**src/rtl/alu_issue_ctrl_if.sv**
```systemverilog
// Bundle between alu_issue_ctrl, its upstream instruction source and the ALU.
// Handshake: an instruction transfers on a rising edge where instr_valid and instr_ready are both high.
interface alu_issue_ctrl_if;
    logic        instr_valid;
    logic        instr_ready;
    logic [12:0] instr;
    logic [3:0]  alu_a;
    logic [3:0]  alu_b;
    logic [2:0]  alu_opcode;
    logic [3:0]  alu_result;
    logic        alu_carry;
    logic        alu_zero;
    logic        done_valid;
    logic [3:0]  done_result;
    logic        done_illegal;

    modport master (
        output instr_valid, instr, alu_result, alu_carry, alu_zero,
        input  instr_ready, alu_a, alu_b, alu_opcode, done_valid, done_result, done_illegal
    );

    modport slave (
        input  instr_valid, instr, alu_result, alu_carry, alu_zero,
        output instr_ready, alu_a, alu_b, alu_opcode, done_valid, done_result, done_illegal
    );
endinterface

```
**src/rtl/alu_issue_ctrl.sv**
```systemverilog
// Three-cycle issue/writeback sequencer around a combinational 4-bit ALU,
// with a 4x4 register file, carry/zero flags and a completion counter.
module alu_issue_ctrl (
    input  logic              clk,
    input  logic              rst,
    alu_issue_ctrl_if.slave   bus,
    input  logic [1:0]        dbg_sel,
    output logic [3:0]        dbg_data,
    output logic              carry_flag,
    output logic              zero_flag,
    output logic [7:0]        instr_count,
    output logic [1:0]        dbg_state
);

    typedef enum logic [1:0] {
        S_IDLE = 2'd0,
        S_EXEC = 2'd1,
        S_DONE = 2'd2
    } state_e;

    state_e      state_q, state_d;
    logic        ready_q, ready_d;
    logic [1:0]  rd_q, rd_d;
    logic [3:0]  imm_q, imm_d;
    logic [3:0]  alu_a_q, alu_a_d;
    logic [3:0]  alu_b_q, alu_b_d;
    logic [2:0]  alu_op_q, alu_op_d;
    logic        done_valid_q, done_valid_d;
    logic [3:0]  done_result_q, done_result_d;
    logic        done_illegal_q, done_illegal_d;
    logic        carry_q, carry_d;
    logic        zero_q, zero_d;
    logic [7:0]  count_q, count_d;
    logic [3:0]  regs_q [4];
    logic [3:0]  regs_d [4];

    logic op_is_alu;
    logic op_is_ldi;

    // The opcode register doubles as the latched op field of the instruction.
    assign op_is_alu = (alu_op_q <= 3'd4);
    assign op_is_ldi = (alu_op_q == 3'b111);

    always_comb begin
        state_d        = state_q;
        ready_d        = ready_q;
        rd_d           = rd_q;
        imm_d          = imm_q;
        alu_a_d        = alu_a_q;
        alu_b_d        = alu_b_q;
        alu_op_d       = alu_op_q;
        done_valid_d   = 1'b0;
        done_result_d  = done_result_q;
        done_illegal_d = done_illegal_q;
        carry_d        = carry_q;
        zero_d         = zero_q;
        count_d        = count_q;
        regs_d         = regs_q;

        case (state_q)
            S_IDLE: begin
                ready_d = 1'b1;
                if (bus.instr_valid && ready_q) begin
                    rd_d     = bus.instr[9:8];
                    imm_d    = bus.instr[3:0];
                    alu_a_d  = regs_q[bus.instr[7:6]];
                    alu_b_d  = regs_q[bus.instr[5:4]];
                    alu_op_d = bus.instr[12:10];
                    ready_d  = 1'b0;
                    state_d  = S_EXEC;
                end
            end
            S_EXEC: begin
                done_valid_d   = 1'b1;
                done_illegal_d = 1'b0;
                state_d        = S_DONE;
                if (op_is_alu) begin
                    regs_d[rd_q]  = bus.alu_result;
                    carry_d       = bus.alu_carry;
                    zero_d        = bus.alu_zero;
                    done_result_d = bus.alu_result;
                end else if (op_is_ldi) begin
                    regs_d[rd_q]  = imm_q;
                    done_result_d = imm_q;
                end else begin
                    done_illegal_d = 1'b1;
                    done_result_d  = 4'd0;
                end
            end
            S_DONE: begin
                count_d = count_q + 8'd1;
                ready_d = 1'b1;
                state_d = S_IDLE;
            end
            default: begin
                ready_d = 1'b1;
                state_d = S_IDLE;
            end
        endcase
    end

    always_ff @(posedge clk) begin
        if (rst) begin
            state_q        <= S_IDLE;
            ready_q        <= 1'b1;
            rd_q           <= 2'd0;
            imm_q          <= 4'd0;
            alu_a_q        <= 4'd0;
            alu_b_q        <= 4'd0;
            alu_op_q       <= 3'd0;
            done_valid_q   <= 1'b0;
            done_result_q  <= 4'd0;
            done_illegal_q <= 1'b0;
            carry_q        <= 1'b0;
            zero_q         <= 1'b0;
            count_q        <= 8'd0;
            regs_q         <= '{default: 4'd0};
        end else begin
            state_q        <= state_d;
            ready_q        <= ready_d;
            rd_q           <= rd_d;
            imm_q          <= imm_d;
            alu_a_q        <= alu_a_d;
            alu_b_q        <= alu_b_d;
            alu_op_q       <= alu_op_d;
            done_valid_q   <= done_valid_d;
            done_result_q  <= done_result_d;
            done_illegal_q <= done_illegal_d;
            carry_q        <= carry_d;
            zero_q         <= zero_d;
            count_q        <= count_d;
            regs_q         <= regs_d;
        end
    end

    assign bus.instr_ready  = ready_q;
    assign bus.alu_a        = alu_a_q;
    assign bus.alu_b        = alu_b_q;
    assign bus.alu_opcode   = alu_op_q;
    assign bus.done_valid   = done_valid_q;
    assign bus.done_result  = done_result_q;
    assign bus.done_illegal = done_illegal_q;
    assign carry_flag       = carry_q;
    assign zero_flag        = zero_q;
    assign instr_count      = count_q;
    assign dbg_data         = regs_q[dbg_sel];
    assign dbg_state        = state_q;

endmodule

```
**src/flat_wrapper.sv**
```systemverilog
// flat-port wrapper written by rule: the top's interface ports become plain ports
module alu_issue_ctrl_flat 
  (clk, rst, dbg_sel, dbg_data, carry_flag, zero_flag, instr_count, dbg_state, bus_instr_valid, bus_instr, bus_alu_result, bus_alu_carry, bus_alu_zero, bus_instr_ready, bus_alu_a, bus_alu_b, bus_alu_opcode, bus_done_valid, bus_done_result, bus_done_illegal);
  alu_issue_ctrl_if bus_i ();
  input  logic clk;
  input  logic rst;
  input  logic [1:0] dbg_sel;
  output logic [3:0] dbg_data;
  output logic carry_flag;
  output logic zero_flag;
  output logic [7:0] instr_count;
  output logic [1:0] dbg_state;
  input wire logic [$bits(bus_i.instr_valid)-1:0] bus_instr_valid;
  input wire logic [$bits(bus_i.instr)-1:0] bus_instr;
  input wire logic [$bits(bus_i.alu_result)-1:0] bus_alu_result;
  input wire logic [$bits(bus_i.alu_carry)-1:0] bus_alu_carry;
  input wire logic [$bits(bus_i.alu_zero)-1:0] bus_alu_zero;
  output wire logic [$bits(bus_i.instr_ready)-1:0] bus_instr_ready;
  output wire logic [$bits(bus_i.alu_a)-1:0] bus_alu_a;
  output wire logic [$bits(bus_i.alu_b)-1:0] bus_alu_b;
  output wire logic [$bits(bus_i.alu_opcode)-1:0] bus_alu_opcode;
  output wire logic [$bits(bus_i.done_valid)-1:0] bus_done_valid;
  output wire logic [$bits(bus_i.done_result)-1:0] bus_done_result;
  output wire logic [$bits(bus_i.done_illegal)-1:0] bus_done_illegal;
  assign bus_i.instr_valid = bus_instr_valid;
  assign bus_i.instr = bus_instr;
  assign bus_i.alu_result = bus_alu_result;
  assign bus_i.alu_carry = bus_alu_carry;
  assign bus_i.alu_zero = bus_alu_zero;
  assign bus_instr_ready = bus_i.instr_ready;
  assign bus_alu_a = bus_i.alu_a;
  assign bus_alu_b = bus_i.alu_b;
  assign bus_alu_opcode = bus_i.alu_opcode;
  assign bus_done_valid = bus_i.done_valid;
  assign bus_done_result = bus_i.done_result;
  assign bus_done_illegal = bus_i.done_illegal;
  alu_issue_ctrl u_core (.clk(clk), .rst(rst), .bus(bus_i), .dbg_sel(dbg_sel), .dbg_data(dbg_data), .carry_flag(carry_flag), .zero_flag(zero_flag), .instr_count(instr_count), .dbg_state(dbg_state));
endmodule
```
**config.mk**
```make
export PLATFORM = sky130hd
export DESIGN_NAME = alu_issue_ctrl_flat
export DESIGN_NICKNAME = d
export VERILOG_FILES = /design/src/rtl/alu_issue_ctrl_if.sv /design/src/rtl/alu_issue_ctrl.sv /design/src/flat_wrapper.sv
export SDC_FILE = /design/constraint.sdc
export NUM_CORES = 1
export LEC_CHECK = 0
export BUFFER_PORTS_ARGS = -buffer_cell sky130_fd_sc_hd__buf_2
export CAP_MARGIN = 20
export CORE_ASPECT_RATIO = 1.75
export CORE_UTILIZATION = 55
export CTS_CLUSTER_SIZE = 20
export DETAILED_ROUTE_END_ITERATION = 8
export GPL_TIMING_DRIVEN = 1
export PLACE_DENSITY_LB_ADDON = 0.08
export SLEW_MARGIN = 20
export SYNTH_ARGS = -nofsm -noshare
export SYNTH_HDL_FRONTEND = slang
export SYNTH_SLANG_ARGS = --single-unit
export TNS_END_PERCENT = 20
```
**constraint.sdc**
```tcl
create_clock -name clk -period 3.35 [get_ports clk]
set_input_delay 0 -clock clk [delete_from_list [all_inputs] [get_ports clk]]
set_output_delay 0 -clock clk [all_outputs]
set_load 0.01 [all_outputs]
```
# After elaboration in Yosys (flattened, before gate mapping)
# Index checks and enable logic that the tools add are counted.
# Widths: inputs -> output; s select.
# op_classes
addsub	1
magnitude_cmp	6
n_eq_ne	4
mux	24
bitwise_logic	4
reduce_logical	7
# ops
operator	n
$mux 4	9
$bwmux 16	2
$mux 16	2
$bmux 4 s2	3
$ge 3x3->1 const B	4
$not 2->3	4
$add 8x1->8 const B	1
$demux 4 s2	1
$reduce_and 2->1	3
$mux 1	4
$pmux 2 s2	1
$eq 3x3->1 const B	1
$le 3x3->1 const B	1
$lt 3x1->1 const B	1
$eq 2x1->1 const B	1
$eq 2x2->1 const B	1
$logic_and 1x1->1	2
$logic_not 2->1	1
$mux 2	1
$ne 2x1->1 const B	1
$pmux 1 s2	1
$reduce_bool 2->1	1
# totals
register_bits	52
input_bits	24
output_inout_bits	34

# Logic depth before layout (Yosys ltp)
# Gate-level depths: netlist (run 1).
# depth
depth_word	8
mapped_depth	6
depth_no_buf	4

# Worst setup path after synthesis (run 1)
# OpenSTA, ideal clock, no wires.
# synth_timing
kind	flip-flop to flip-flop
start	register u_core.alu_op_q[2] (netlist: u_core.bus.alu_opcode[2])
end	register u_core.done_result_q[0] (netlist: u_core.bus.done_result[0])
arrival_time_ns	1.450
setup_slack_ns	1.772
stages_incl_launch_ff	7
n_path_buf	2
path_cell_list	dfxtp_1 -> buf_2 -> o21ai_2 -> and2b_2 -> clkbuf_1 -> a222oi_1 -> nor2_1
# synth_between
elab_chain_cells	3
elab_cells_between_ends	4
# synth_rtl
item	line_no	source
start, declared	alu_issue_ctrl.sv:27	logic [2:0] alu_op_q, alu_op_d;
start signal, assigned	alu_issue_ctrl.sv:125	alu_op_q <= alu_op_d;
branches (longest 2 deep; another with $le 3x3->1)	-	
$mux 4 (*)	alu_issue_ctrl.sv:77	if (op_is_alu) begin
end signal, assigned	alu_issue_ctrl.sv:127	done_result_q <= done_result_d;
end, declared	alu_issue_ctrl.sv:29	logic [3:0] done_result_q, done_result_d;
# Every way passes the cells marked *.
# A chain may end at the register's enable or synchronous reset.

# Final worst setup path (run 1)
# layout_timing
start	register u_core.alu_op_q[2] (netlist: u_core.bus.alu_opcode[2])
end	register u_core.done_result_q[2] (netlist: u_core.bus.done_result[2])
# Same word-level chain as after synthesis.

==> results of run 1 <==
## path summary, 6_finish.rpt
path / end / depth (start not counted)
worst min register to register: u_core.bus.alu_a[0]$_SDFFE_PP0P_ / 2
worst min-delay path: u_core.bus.alu_b[2]$_SDFFE_PP0P_ / 4
worst max register to register: u_core.bus.done_result[2]$_SDFFE_PP0P_ / 4
worst max-delay path: u_core.bus.done_result[2]$_SDFFE_PP0P_ / 4
## metal layers
layer | GRT usage | wire, um
met4 | 0.1237 | 170
met5 | 0 | 0
met2 | 0.4473 | 2701
met1 | 0.2776 | 2103
met3 | 0.04538 | 219
## worst register-to-register path, stage by stage (launching register included)
cell and delay [ns]:
dfxtp_1 0.67, o21ai_2 0.23, and2b_2 0.32, a222oi_1 0.29, nor2_1 0.07
## power by group through the flow
stage	clock, W	combinational [W]	sequential [W]
3_3_place_gp	0	0.000141	0.000678
3_5_place_dp	0	0.000143	0.000679
6_report	0.000429	0.000156	0.000665
4_1_cts	0.000435	0.000157	0.000665
5_1_grt	0.000466	0.000170	0.000669
2_1_floorplan	0	0.0000966	0.000677
## final cells by class
class / instances / area (um2) / share of cell area
multi-input cells: 158 / 1192 / 0.4193
flip-flops and latches: 52 / 1041 / 0.3660
repair buffers: 72 / 435.4 / 0.1531
clock buffers: 6 / 72.57 / 0.02552
well taps: 48 / 60.06 / 0.02112
clock inverters: 2 / 35.03 / 0.01232
inverters: 2 / 7.507 / 0.002640
## Yosys cell counts, drive strengths merged
| master | n | share of area |
|---|---|---|
| and3b | 1 | 0.0038 |
| nor2b | 1 | 0.0027 |
| inv | 2 | 0.0033 |
| a211oi | 16 | 0.052 |
| nand4 | 4 | 0.011 |
| buf | 5 | 0.014 |
| and2b | 2 | 0.0076 |
| nor2 | 34 | 0.056 |
| clkbuf | 7 | 0.011 |
| o21ai | 1 | 0.0038 |
| xnor2 | 1 | 0.0038 |
| dfxtp | 52 | 0.45 |
| mux4 | 12 | 0.12 |
| a222oi | 4 | 0.017 |
| nand3 | 1 | 0.0022 |
| nand2b | 1 | 0.0060 |
| nand2 | 37 | 0.060 |
| mux2i | 8 | 0.035 |
| ha | 1 | 0.0054 |
| and4b | 1 | 0.0049 |
| a21oi | 18 | 0.039 |
| xor2 | 7 | 0.030 |
| or3 | 1 | 0.0027 |
| a2111oi | 4 | 0.048 |
| and3 | 1 | 0.0027 |
| nand4b | 1 | 0.0038 |
| nand3b | 1 | 0.0033 |
## sequential cells by signal, indices dropped and copies added (netlist names)
signal and flops:
u_core.bus.alu_a 4, u_core.bus.alu_b 4, u_core.bus.alu_opcode 3, u_core.bus.done_illegal 1
u_core.bus.done_result 4, u_core.bus.done_valid 1, u_core.bus.instr_ready 1, u_core.carry_flag 1
u_core.dbg_state 2, u_core.imm_q 4, u_core.instr_count 8, u_core.rd_q 2
u_core.regs_q 16, u_core.zero_flag 1
## metrics by stage
step	cells	util	cell area (um2)
CTS	340	0.7216	2844
global route	340	0.7216	2844
detailed placement	317	0.6562	2586
floorplan	224	-	2298
finish	340	0.7216	2844
global placement	317	0.6562	2586
## logic make-up (layout without fill, tap and decap cells)
group	Yosys count	after routing
DFF	52	52
buffers and inverters	14	82
and+or+nand+nor	86	86
muxes	20	20
xor gates and xnor gates	8	8
AOI/OAI and AO/OA	43	43
adders and majority gates	1	1
==> impl_metrics.toml, run 1 <==
[power_and_ir_drop]
p_per_area_mw_per_mm2 = 439.5
finalPower_w = 0.001250
power_leakage_nw = 1.147
power_switching_share = 0.2540
ir_worst_vdd_mv = 0.3118
pwr-share-clk = 0.343
power.switching_w = 0.0003175
internal_power_w = 0.0009324
comb_power_share = 0.125
power_frac_seq = 0.532

[setup_path]
worst_setup_path_end_kind = "flop"
rrSetupSlack_ns = 1.63
cp.required_ns = 3.51
slowest_stage = "dfxtp_1"
critPathArrivalTime_ns = 1.89
cp-startpoint = "u_core.bus.alu_opcode[2]$_SDFFE_PP0P_"
path_cells = "o21ai_2, and2b_2, a222oi_1, nor2_1"
path_max_fanout = 9
crit_path_start_kind = "flop"
cp_top_family = "flip-flops"
crit_type = "flop to flop"
timing.rr.start = "u_core.bus.alu_opcode[2]$_SDFFE_PP0P_"
crit_buf_inv = 0
critPathMaxStageDelay_ns = 0.67

[timing]
max_freq_mhz = 580.3
whs_ns = 0.2245
relSlewSlack = 0.3828
timing.final.max_slew_violations = 0
setup_slack_ns = 1.627
fin_skew_ns = 0.005331
rsz0062_at_grt = "no"
finalSetupViolCount = 0
fin_crit_sh = 0.5144
hold_violations = 0
worstMarginPinSlew_ns = 0.9258
period_minus_slack_ns = 1.723
setup_tns_ns = 0

[global_route]
grt_usage = 0.2497
antenna_found_initial = 0
grt_pass1_vias = 1785
gr-total-overflow = 0
grt_max_degree = 53
grt_pass1_wl_mm = 8.266

[yosys]
synth_nets = 249
netlist_instances = 224
syn_area_per_cell_um2 = 10.26
synth-xor-area-share = 0.03375
syn_area_mm2 = 0.002298
synth_mux_area_frac = 0.1524
synth.distinct_cells = 29
synthSimpleGateAreaFrac = 0.1666
synth_compound_area_frac = 0.1606
yosysSeqAreaShare = 0.4529
yosys_warnings = 0
ys_seq_elements = 52
synth_fa_ha_area_frac = 0.005444
synth_top_family_by_area = "simple AND/OR/NAND/NOR gates"

[final_layout]
n_antenna_cell = 0
nNetsFinal = 316
final_cell_mix = "57 x buf_2, 52 x dfxtp_1, 37 x nand2_1"
drive_above_1_share = 0.2945
final_common_cell = "buf_2"
n_fill_cell = 329
area_growth_pct = 23.73

[clock_network]
h-tree-depth = 2
insertion_delay_ns = 0.31
clk_pin_slew_worst_paths_ns = 0.09
numClockSinks = 52
ctsResizeCount = 0
clk_path_buf_depth = 2
clock-root-buffer = "clkbuf_8"
cts_tree = "yes"
postCtsHoldBufs = 15
numCtsBuffers = 5
postCtsSetupBuffers = 0

[detailed_routing]
drt-initial-drc-count = 57
first_pass_iters = 4
drc = 0
routedWlPerCell_um = 15.28
wirelength_mm = 5.195
vias_per_cell = 5.706
num_vias = 1940
ant_nets = 0

[floorplan]
start_util = 0.5832
die_w_um = 50.87
coreArea_mm2 = 0.003941
rows = 30
boundaryPins = 58
die_h_um = 87.52
dieArea_mm2 = 0.004451

[hold_path]
min_path_type = "input pin to flop"
min_from = "bus_instr[5]"

[place]
io_buffers = 57
dp_hpwl_mm = 3.605
place_ws_ns = 1.657
finalWeightedCongestion = 0.7920

[run_status]
status = "finished, final reports clean"

[job]
cap_violations = 0
No activity file was read; power rests on OpenSTA's default activity.
==> inputs of run 2 (changes only) <==
Settings changed: ABC_AREA set to 1, CORE_UTILIZATION 55 to 53.
Clock period 3.35 ns to 1.8 ns, I/O delays scaled along.
==> impl_metrics.toml, run 2 <==
[run_status]
status = "finished, final reports clean"

[power_and_ir_drop]
p_per_area_mw_per_mm2 = 777.1
power_leakage_nw = 1.540
finalPower_w = 0.002330
ir_worst_vdd_mv = 0.7127

[clock_network]
numCtsBuffers = 5
clk_pin_slew_worst_paths_ns = 0.09
clk_path_buf_depth = 2
clock-root-buffer = "clkbuf_8"
insertion_delay_ns = 0.30
h-tree-depth = 2
cts_tree = "yes"
numClockSinks = 52
ctsResizeCount = 0

[final_layout]
n_antenna_cell = 0
area_growth_pct = 20.04
largest_register = "u_core.regs_q"
fin_cells = 501
multi_input_area_mm2 = 0.001221
final_cell_mix = "91 x nand2_1, 88 x nor2_1, 57 x buf_2"
drive_above_1_share = 0.1733
largest_register_ff_count = 16
final_common_cell = "nand2_1"
nNetsFinal = 475
final-seq-area_mm2 = 0.001041
n_fill_cell = 431

[timing]
max_freq_mhz = 668.5
finalSetupViolCount = 0
period_minus_slack_ns = 1.496
rsz0062_at_grt = "no"
fin_crit_sh = 0.8310
setup_tns_ns = 0
worstMarginPinSlew_ns = 0.6409
hold_violations = 0
fin_skew_ns = 0.007896
relSlewSlack = 0.5682
timing.final.max_slew_violations = 0
whs_ns = 0.06391

[setup_path]
crit_type = "flop to flop"
rrSetupSlack_ns = 0.30
cp_top_family = "simple AND/OR/NAND/NOR gates"
path_max_fanout = 6
cp.required_ns = 2.04
timing.rr.start = "u_core.bus.alu_opcode[2]$_SDFFE_PP0P_"
cp_num_cells = 5
crit_buf_inv = 0
critPathArrivalTime_ns = 1.74
rr_endpoint = "u_core.regs_q[2]$_SDFFE_PP0P_"
critPathMaxStageDelay_ns = 0.54
path_cells = "nand2_1, nand2_2, o21ai_0, nor2_1, nor2_1"
path_common_cell = "nor2_1"
worst_setup_path_end_kind = "flop"
crit_path_start_kind = "flop"
worstRegToRegCells = 5
slowest_stage = "o21ai_0"

[yosys]
syn_area_per_cell_um2 = 6.453
synth_nets = 412
ys_seq_elements = 52
async_flop_share = 0
synth_commonest_cells = "91 x nand2_1, 88 x nor2_1, 52 x dfxtp_1"
yosysTopAreaCellShare = 0.4168
synth.distinct_cells = 23
yosysSeqAreaShare = 0.4168
syn_area_mm2 = 0.002497
synth_most_common_cell = "nand2_1"
yosys_warnings = 0
yosysTopAreaCell = "dfxtp_1"
netlist_instances = 387
synth-edff-count = 0
synthFlopType = "dfxtp_1"
ys_top_cells_by_area = "dfxtp_1 42%, nand2_1 14%, nor2_1 13%"

[global_route]
antenna_found_initial = 0
grt_pass1_wl_mm = 10.01
gr-total-overflow = 0
grt_pass1_vias = 2329
grt_usage = 0.2706
grt_max_degree = 20

[place]
finalWeightedCongestion = 0.8430
place_inst = 483
io_buffers = 57
dp_hpwl_mm = 4.422

[detailed_routing]
drc = 0
wirelength_mm = 5.995
first_pass_iters = 4
ant_nets = 0
drt-initial-drc-count = 50
num_vias = 2536
vias_per_cell = 5.062
routedWlPerCell_um = 11.97

[hold_path]
min_from = "rst"
min_delay_path_depth = 2
hold_end = "u_core.instr_count[2]$_SDFFE_PP0N_"
min_path_type = "input pin to flop"

[floorplan]
die_h_um = 92.81
boundaryPins = 58
coreArea_mm2 = 0.004444
start_util = 0.5619
rows = 32
dieArea_mm2 = 0.005002
die_w_um = 53.89

[job]
cap_violations = 0
==> run 2: cell count changes after synthesis, moves of 5 or more <==
| cell | change |
|---|---|
| o21ai_0 | +27 |
| mux2i_1 | -8 |
| o211ai_1 | +8 |
| nand3_1 | +15 |
| mux4_2 | -12 |
| a211oi_1 | -16 |
| a21oi_1 | +11 |
| nor2_1 | +54 |
| nand2_1 | +54 |
| inv_1 | +41 |
| xor2_1 | -5 |
==> run 2: stage by stage <==
step	setup slack, ns	instance area [um2]	utilization
detailed placement	0.3517	2806	0.6315
CTS	0.3229	2998	0.6746
global placement	0.3673	2806	0.6315
floorplan	0.5881	2497	-
global route	0.1254	2998	0.6746
finish	0.3042	2998	0.6746
==> run 2: worst max path at each step <==
stage | from | endpoint | slack, ns
after global routing | u_core.bus.alu_opcode[2]$_SDFFE_PP0P_ | u_core.regs_q[10]$_SDFFE_PP0P_ | 0.13
after global placement | u_core.bus.alu_opcode[2]$_SDFFE_PP0P_ | u_core.regs_q[14]$_SDFFE_PP0P_ | 0.37
after CTS | u_core.bus.alu_opcode[2]$_SDFFE_PP0P_ | u_core.regs_q[2]$_SDFFE_PP0P_ | 0.32
after detailed placement | u_core.bus.alu_opcode[2]$_SDFFE_PP0P_ | u_core.regs_q[2]$_SDFFE_PP0P_ | 0.35
after floorplan | u_core.dbg_state[0]$_SDFFE_PP0P_ | u_core.carry_flag$_SDFFE_PP0P_ | 0.59
final | u_core.bus.alu_opcode[2]$_SDFFE_PP0P_ | u_core.regs_q[2]$_SDFFE_PP0P_ | 0.30
==> run 2: power by group <==
group          switching [W]  total (W)  internal (W)  leakage (nW)
logic               0.000253   0.000417      0.000164          1.08
clock network       0.000379   0.000643      0.000264        0.0400
registers          0.0000504    0.00127       0.00122         0.425
total               0.000683    0.00233       0.00165          1.54
==> run 2: metal layers <==
layer  vias to the layer above  part of all wire  global-route usage
met4                         0             0.044              0.1601
met2                        69              0.52              0.4784
met1                      1113              0.40              0.2802
met3                        23             0.033             0.04105
met5                         -                 0                   0
li1                       1331                 -                   -
==> run 2: cells by family (layout without fill, tap and decap cells) <==
group           Yosys count  in the layout  share of synthesized area
flops                    52             52                     0.4168
buf+inv                  60            123                    0.09418
fa+ha+maj                 1              1                   0.005009
xor+xnor                  1              1                   0.003508
simple gates            208            208                     0.3417
compound gates           65             65                     0.1388
==> run 2: what timing repair did <==
| action | in CTS | in global routing |
|---|---|---|
| hold buffers | 11 | 0 |
| buffers inserted | 0 | 0 |
| hold endpoints to repair | 11 | 0 |
==> run 2: layout make-up <==
type / instances / area share
clock inverter: 2 / 0.004174
timing repair buffer: 72 / 0.1419
multi-input combinational: 275 / 0.4073
clock buffer: 5 / 0.02295
tap: 51 / 0.02129
sequential: 52 / 0.3472
inverter: 44 / 0.05509
==> inputs of run 3 (changes only) <==
Clock period 1.8 ns to 1.5 ns, I/O delays scaled along.
==> impl_metrics.toml, run 3 (same netlist as run 2, synthesis figures left out) <==
[run_status]
status = "finished, final reports clean"

[timing]
fin_skew_ns = 0.01056
setup_slack_ns = 0.1222
period_minus_slack_ns = 1.378
hold_violations = 0
max_freq_mhz = 725.8
fin_crit_sh = 0.9185
finalSetupViolCount = 0
rsz0062_at_grt = "yes"
relSlewSlack = 0.7111
worstMarginPinSlew_ns = 0.4300
timing.final.max_slew_violations = 0

[power_and_ir_drop]
power_frac_seq = 0.537
power.switching_w = 0.0008474
p_per_area_mw_per_mm2 = 942.9
power_switching_share = 0.2982
pwr-share-clk = 0.285
finalPower_w = 0.002842
ir_worst_vdd_mv = 0.7622
comb_power_share = 0.178
power_leakage_nw = 1.546
internal_power_w = 0.001995

[detailed_routing]
routedWlPerCell_um = 12.18
ant_nets = 0
first_pass_iters = 4
vias_per_cell = 5.038
num_vias = 2534
drt-initial-drc-count = 54
drc = 0
wirelength_mm = 6.129

[final_layout]
drive_above_1_share = 0.1792
final_cell_mix = "91 x nand2_1, 88 x nor2_1, 57 x buf_2"
final_common_cell = "nand2_1"
largest_register_ff_count = 16
nNetsFinal = 476
area_growth_pct = 20.69
largest_register = "u_core.regs_q"
n_antenna_cell = 0

[clock_network]
clock-root-buffer = "clkbuf_8"
insertion_delay_ns = 0.31
h-tree-depth = 2
cts_tree = "yes"
clk_pin_slew_worst_paths_ns = 0.10
numCtsBuffers = 5
clk_path_buf_depth = 2
numClockSinks = 52

[floorplan]
boundaryPins = 58
coreArea_mm2 = 0.004444
rows = 32
start_util = 0.5619
die_w_um = 53.89
die_h_um = 92.81
dieArea_mm2 = 0.005002

[setup_path]
timing.rr.start = "u_core.dbg_state[0]$_SDFFE_PP0P_"
path_max_fanout = 13
worstRegToRegCells = 5
crit_path_start_kind = "flop"
worst_setup_path_end_kind = "flop"
rrSetupSlack_ns = 0.12
critPathArrivalTime_ns = 1.58
crit_type = "flop to flop"
rr_endpoint = "u_core.carry_flag$_SDFFE_PP0P_"
cp.required_ns = 1.70

[global_route]
grt_usage = 0.2698
grt_max_degree = 18
grt-busiest-layer = "met2"
use_met1 = 0.2806
met3_usage = 0.03777
antenna_found_initial = 0
grt_pass1_vias = 2257
grtUsageMet2 = 0.5041
grt_pass1_wl_mm = 9.901
gr-total-overflow = 0

[hold_path]
min_from = "bus_instr[9]"
min_path_type = "input pin to flop"
min_delay_path_depth = 3
hold_end = "u_core.rd_q[1]$_SDFFE_PP0P_"

[place]
dp_hpwl_mm = 4.543
finalWeightedCongestion = 0.8319
io_buffers = 57
place_ws_ns = 0.09800

[job]
cap_violations = 0
-- run 3: changes by cell type in the layout (fill, tap and decap cells not counted) --
cell,delta
buf_4,+2
clkinv_2,-1
o21ai_1,+1
dlygate4sd3_1,-1
clkinv_4,+1
clkinvlp_4,+1
o21ai_0,-1
-- run 3: final cells by class --
class	instances	area (um2)
fillers	413	1430
multi-input cells	275	1221
flip-flops and latches	52	1041
repair buffers	73	430.4
inverters	44	165.2
clock buffers	5	68.82
well taps	51	63.81
clock inverters	3	23.77
-- run 3: worst max-delay path: stages (launching register included) --
cell and delay (ns):
dfxtp_1 0.41, inv_2 0.08, nor2_4 0.29, nand3_1 0.22, o21ai_0 0.22, nor2_1 0.05
-- run 3: timing repair --
| item | in CTS | in global routing |
|---|---|---|
| buffers inserted | 0 | 0 |
| endpoints found under the hold margin | 10 | 0 |
| hold buffers | 10 | 0 |
| endpoints found under the setup margin | 0 | 5 |
| gates resized for setup | 0 | 1 |
-- run 3: worst max path at each step --
stage,cells after the start,start,end
after global placement,5,u_core.bus.alu_opcode[2]$_SDFFE_PP0P_,u_core.regs_q[14]$_SDFFE_PP0P_
final,5,u_core.dbg_state[0]$_SDFFE_PP0P_,u_core.carry_flag$_SDFFE_PP0P_
after floorplan,6,u_core.dbg_state[0]$_SDFFE_PP0P_,u_core.carry_flag$_SDFFE_PP0P_
after global routing,5,u_core.dbg_state[0]$_SDFFE_PP0P_,u_core.carry_flag$_SDFFE_PP0P_
after detailed placement,5,u_core.bus.alu_opcode[2]$_SDFFE_PP0P_,u_core.regs_q[14]$_SDFFE_PP0P_
after CTS,5,u_core.bus.alu_opcode[2]$_SDFFE_PP0P_,u_core.regs_q[14]$_SDFFE_PP0P_
-- run 3: power groups by stage --
| stage | combinational [W] | sequential [W] | clock (W) |
|---|---|---|---|
| global placement | 0.000475 | 0.00155 | 0 |
| finish | 0.000506 | 0.00153 | 0.000811 |
| global route | 0.000576 | 0.00154 | 0.000883 |
| CTS | 0.000507 | 0.00152 | 0.000834 |
| floorplan | 0.000300 | 0.00157 | 0 |
| detailed placement | 0.000486 | 0.00156 | 0 |
-- run 3: stage by stage --
stage / hold slack [ns] / utilization / setup TNS (ns) / cells / cell area, um2
final: 0.04227 / 0.6782 / 0 / 503 / 3014
after global routing: 0.04107 / 0.6782 / -0.0002239 / 503 / 3014
after CTS: 0.02021 / 0.6782 / 0 / 503 / 3014
after detailed placement: 0.2582 / 0.6349 / 0 / 485 / 2821
after global placement: 0.2489 / 0.6349 / 0 / 485 / 2821
after floorplan: 0.1642 / - / 0 / 387 / 2497
-- run 3: layer usage --
metal	wire, um	vias up	part of all wire
met2	3358	60	0.55
met1	2448	1130	0.40
met5	0	-	0
met4	121	0	0.020
met3	202	9	0.033
li1	-	1335	-
